## config.mk

```make
export PLATFORM = sky130hd
export DESIGN_NAME = barrel_shift_pipe
export DESIGN_NICKNAME = d
export VERILOG_FILES = /design/src/rtl/barrel_shift_pipe.sv
export SDC_FILE = /design/constraint.sdc
export NUM_CORES = 1
export LEC_CHECK = 0
export ABC_AREA = 1
export BUFFER_PORTS_ARGS = -buffer_cell sky130_fd_sc_hd__buf_2
export CAP_MARGIN = 20
export CORE_MARGIN = 3
export CORE_UTILIZATION = 59
export DETAILED_ROUTE_END_ITERATION = 8
export PLACE_DENSITY = 0.9
export SLEW_MARGIN = 25
export SYNTH_ARGS = -nofsm -noshare
export SYNTH_HDL_FRONTEND = slang
export SYNTH_SLANG_ARGS = --single-unit
```

## constraint.sdc

```tcl
create_clock -name clk -period 1.95 [get_ports clk]
set_input_delay 0.195 -clock clk [delete_from_list [all_inputs] [get_ports clk]]
set_output_delay 0.195 -clock clk [all_outputs]
set_load 0.01 [all_outputs]
```

## src/rtl/barrel_shift_pipe.sv

```systemverilog
// barrel_shift_pipe: pipelined barrel shifter with a valid/ready stream interface.
// One stage per shift-amount bit; stage k shifts by 2^k when its shamt bit is set.
// Modes: 00 logical right, 01 arithmetic right, 10 logical left, 11 rotate right.
// Optional macro BARREL_SHIFT_STICKY_EN: carries an OR of bits discarded by right
// shifts through the pipe; without it the sticky output is tied to 0.
module barrel_shift_pipe #(
    parameter int WIDTH = 8,
    parameter int SHW   = $clog2(WIDTH)
) (
    input  logic             clk,
    input  logic             rst_n,
    input  logic             in_valid,
    output logic             in_ready,
    input  logic [WIDTH-1:0] data,
    input  logic [SHW-1:0]   shamt,
    input  logic [1:0]       mode,
    output logic             out_valid,
    input  logic             out_ready,
    output logic [WIDTH-1:0] q,
    output logic             sticky
);

    // One shift step by a fixed amount in the selected mode.
    function automatic logic [WIDTH-1:0] shift_stage(input logic [WIDTH-1:0] d,
                                                      input logic [1:0]       m,
                                                      input int unsigned      amt);
        logic signed [WIDTH-1:0] ds;
        logic signed [WIDTH-1:0] ar;
        logic        [WIDTH-1:0] r;
        ds = d;
        ar = ds >>> amt;
        case (m)
            2'b00:   r = d >> amt;
            2'b01:   r = ar;
            2'b10:   r = d << amt;
            default: r = (d >> amt) | (d << (WIDTH - amt));
        endcase
        return r;
    endfunction

    // OR of the low bits that a right shift by amt pushes out of the word.
    function automatic logic discard_or(input logic [WIDTH-1:0] d,
                                        input int unsigned      amt);
        logic [WIDTH-1:0] mask;
        mask = {WIDTH{1'b1}} >> (WIDTH - amt);
        return |(d & mask);
    endfunction

    // The whole pipe moves together; the output register frees up when consumed.
    logic adv;
    assign adv      = !out_valid || out_ready;
    assign in_ready = adv;

    for (genvar k = 0; k < SHW; k++) begin : g_stage
        localparam int unsigned AMT = 1 << k;

        logic [WIDTH-1:0] d_in;
        logic [WIDTH-1:0] d_nxt;
        logic [SHW-1:0]   s_in;
        logic [1:0]       m_in;
        logic             v_in;

        logic [WIDTH-1:0] data_p;
        logic [SHW-1:0]   sh_p;
        logic [1:0]       mode_p;
        logic             vld_p;

        if (k == 0) begin : g_src
            assign d_in = data;
            assign s_in = shamt;
            assign m_in = mode;
            assign v_in = in_valid;
        end else begin : g_src
            assign d_in = g_stage[k-1].data_p;
            assign s_in = g_stage[k-1].sh_p;
            assign m_in = g_stage[k-1].mode_p;
            assign v_in = g_stage[k-1].vld_p;
        end

        // Shift by 2^k when the lowest remaining shamt bit is set.
        always_comb begin
            d_nxt = d_in;
            if (s_in[0]) d_nxt = shift_stage(d_in, m_in, AMT);
        end

        // Stage register; shamt is shifted down so each stage consumes bit 0.
        always_ff @(posedge clk) begin
            if (!rst_n) begin
                vld_p  <= 1'b0;
                data_p <= '0;
                sh_p   <= '0;
                mode_p <= 2'b00;
            end else if (adv) begin
                vld_p  <= v_in;
                data_p <= d_nxt;
                sh_p   <= s_in >> 1;
                mode_p <= m_in;
            end
        end

`ifdef BARREL_SHIFT_STICKY_EN
        logic st_in;
        logic st_nxt;
        logic sticky_p;

        if (k == 0) begin : g_st_src
            assign st_in = 1'b0;
        end else begin : g_st_src
            assign st_in = g_stage[k-1].sticky_p;
        end

        // Accumulate discarded bits only for the two right-shift modes.
        always_comb begin
            st_nxt = st_in;
            if (s_in[0] && !m_in[1]) st_nxt = st_in | discard_or(d_in, AMT);
        end

        // Sticky register travels with the data of this stage.
        always_ff @(posedge clk) begin
            if (!rst_n) begin
                sticky_p <= 1'b0;
            end else if (adv) begin
                sticky_p <= st_nxt;
            end
        end
`endif
    end

    assign out_valid = g_stage[SHW-1].vld_p;
    assign q         = g_stage[SHW-1].data_p;

`ifdef BARREL_SHIFT_STICKY_EN
    assign sticky = g_stage[SHW-1].sticky_p;
`else
    assign sticky = 1'b0;
`endif

    // Last stage's shamt and mode have no consumer downstream.
    logic unused_tail;
    assign unused_tail = ^{g_stage[SHW-1].sh_p, g_stage[SHW-1].mode_p};

endmodule

```

==> parameters.txt <==
Parameter                              Value

Yosys
  Number of nets in the synthesized netlist    253
  Most numerous cell types in the synthesized netlist    sky130_fd_sc_hd__o21ai_0, sky130_fd_sc_hd__a21oi_1, sky130_fd_sc_hd__dfxtp_1
  Post-synthesis cell count    236
  Most common cell in the netlist    sky130_fd_sc_hd__o21ai_0
  Number of distinct library cells after synthesis    19
  Flops & latches, synth    34
  Post-synth EDFFs    0
  Synth top area cells    sky130_fd_sc_hd__dfxtp_1, sky130_fd_sc_hd__o21ai_0, sky130_fd_sc_hd__a21oi_1, sky130_fd_sc_hd__nand2_1, sky130_fd_sc_hd__inv_1
  Prevailing post-synth register cell    sky130_fd_sc_hd__dfxtp_1
  Dominant cell type by area after synthesis    sky130_fd_sc_hd__dfxtp_1
  Proportion of netlist area held by the largest area contributor    0.416
  Synthesized area    1640 um^2
  Sequential element share of the synthesized area    0.416
  Per-instance average area after synthesis    6.94 um^2
  FFs w/ async S/R, synth    0
  Synth Warn #    0

Timing
  Post-route clock skew    0.0102 ns
  Hold slack final    0.102 ns
  Final-layout setup total negative slack    0 ns
  RSZ-0062 raised after global routing    no
  Peak clock frequency supported by timing    589 MHz
  Final setup violation count    0
  Number of max-slew violations in the final report    0
  Final worst setup slack    0.252 ns
  Final worst-path cycle share    0.871
  Minimum clock period    1.70 ns
  Final hold violation count    0

Worst setup path
  Startpoint of the lowest-slack register-to-register path    out_valid
  Worst EP arrival    1.50 ns
  R2R depth    5
  Setup slack on the worst flop-to-flop path    0.58 ns
  Worst reg2reg path endpoint    g_stage[0].data_p[3]
  Maximum net fanout on the critical path    53
  Crit path capture type    primary output
  Setup CP Type    flop to primary output
  Startpoint class of the critical path    flop
  Worst path required time    1.75 ns

Floorplanning
  Overall die area    3440 um^2
  Horizontal die dimension    58.7 um
  Rows    18
  Core outline area    2570 um^2
  Number of ports placed on the die boundary    28
  Floorplan die height    58.7 um
  Effective utilization at floorplan    0.638

Routing
  DR pass1 iterations    4
  DRC viols    0
  Average wire per cell in the routed design    11.7 um
  Drt total wl    3.34 mm
  Top routing layer in use    met4
  Antenna-violating nets left    0
  Detailed-routing wirelength on met1    1.51 mm
  Post-detailed-route via-to-cell ratio    5.41
  Vias    1547
  Routed length on met3    164 um
  Iteration-0 DRC count of the detailed router    70
  Routed length on met2    1.57 mm

Global routing
  Number of antenna violations at the first check in global routing    0
  Tot GR Track Use    0.216
  Pin count of the biggest net entering global routing    54
  Sum of overflow across all layers after global routing    0
  Global-route wire length before repair    5.75 mm
  Via count of the first global-routing pass    1352

Min path
  Worst Min Path Start    in_valid
  Hold Path Class    input port to flop
  Hold Path Stages    3
  End point of the worst hold path    g_stage[0].vld_p

Cells and area
  Ant. Diodes    0
  Proportion of layout cells with a drive suffix above 1    0.152
  Area grow syn2layout    8.25%
  Util after Layout    0.691
  Count of non-filler cells in the finished layout    286
  Number of nets in the finished design    273
  FILL cells    239

Clock network
  Total number of clock tree sinks    34
  TritonCTS clock tree    yes
  Buffers from clock root to sink, at most    2
  Total setup buffers inserted after CTS    0
  Clock-pin slew on the worst setup and hold paths    0.10 ns
  Resized Gates After CTS    0
  Number of CTS-inserted buffers    5
  Hold-fix buffers, CTS    0
  Buffer type at the clock tree root    sky130_fd_sc_hd__clkbuf_4
  Insertion delay to the later sink of the worst-skew pair    0.34 ns
  CTS H-tree depth    2

Placement
  Cell Count Post-Placement    279
  HPWL after DPL    2.26 mm
  Final weighted congestion of routability-driven global placement    0.847
  Number of port buffers    26
  Post-Place Setup Slack    0.498 ns

Run
  Max-cap check violation count    0

Pwr
  Leakage dissipation    0.801 nW
  Power density over the cells    760 nW/um^2
  Maximum vdd ir drop    0.751 mV

Run status
  Run status    completed
-- cell families after synthesis --
kind of cell | Yosys count | synth area share
buffers and inverters | 46 | 0.126
and+or+nand+nor | 53 | 0.138
DFF | 34 | 0.416
other | 1 | 0.00229
AOI/OAI and AO/OA | 102 | 0.319
-- metal layers --
metal / GRT usage / vias to the layer above
met5: 0 / -
met1: 0.254 / 675
met4: 0.113 / 0
met2: 0.356 / 35
li1: - / 826
met3: 0.0614 / 11
-- power breakdown --
part	internal [mW]	switching (mW)	leakage, nW
registers	0.747	0.0405	0.281
logic	0.0773	0.123	0.489
clock network	0.129	0.229	0.0308
total	0.954	0.393	0.801
-- cell type report --
cell class | instances | area, um^2 | area share
Timing Repair Buffer | 26 | 130 | 0.0734
Clock buffer | 5 | 37.5 | 0.0212
Multi-Input combinational cell | 156 | 751 | 0.423
Clock inverter | 2 | 10.0 | 0.00565
Inverter | 33 | 126 | 0.0713
Tap cell | 30 | 37.5 | 0.0212
Sequential cell | 34 | 681 | 0.384
-- cell usage in the layout, fill, tap and decap left out --
master	instances
sky130_fd_sc_hd__o21ai_0	55
sky130_fd_sc_hd__a21oi_1	38
sky130_fd_sc_hd__dfxtp_1	34
sky130_fd_sc_hd__nand2_1	33
sky130_fd_sc_hd__inv_1	30
sky130_fd_sc_hd__buf_2	26
sky130_fd_sc_hd__nand3_1	11
sky130_fd_sc_hd__a31oi_1	7
sky130_fd_sc_hd__nor2_1	6
sky130_fd_sc_hd__clkbuf_4	5
sky130_fd_sc_hd__inv_2	2
sky130_fd_sc_hd__nand2_2	2
sky130_fd_sc_hd__clkinv_2	2
sky130_fd_sc_hd__nor2_4	1
sky130_fd_sc_hd__inv_4	1
sky130_fd_sc_hd__o21ai_1	1
sky130_fd_sc_hd__o21a_1	1
sky130_fd_sc_hd__conb_1	1
-- worst max-delay path by stage --
stage,from,to,slack (ns),cells past startpoint
after detailed placement,out_valid,g_stage[1].data_p[0],0.50,5
after global routing,out_valid,in_ready,0.12,4
after global placement,out_valid,g_stage[0].data_p[0],0.55,5
final,out_valid,in_ready,0.25,4
after floorplan,out_valid,g_stage[0].data_p[5],0.86,6
after CTS,out_valid,in_ready,0.15,4
-- sequential cells by signal, indices dropped and copies added (netlist names) --
register	flops
q	8
g_stage.vld_p	2
g_stage.sh_p	3
g_stage.mode_p	4
g_stage.data_p	16
out_valid	1
-- critical path, stage by stage (launching register included) --
cell and delay (ns):
sky130_fd_sc_hd__dfxtp_1 0.34, sky130_fd_sc_hd__inv_1 0.07, sky130_fd_sc_hd__nor2_4 0.29, sky130_fd_sc_hd__inv_4 0.25, sky130_fd_sc_hd__buf_2 0.21
-- per-stage QoR --
stage                     power (mW)  cell area, um^2
final                           1.35             1770
after global routing            1.43             1770
after CTS                       1.35             1770
after detailed placement        1.00             1720
after global placement         0.995             1720
after floorplan                0.942             1640
Note: power is estimated with default switching activity, not from simulation.
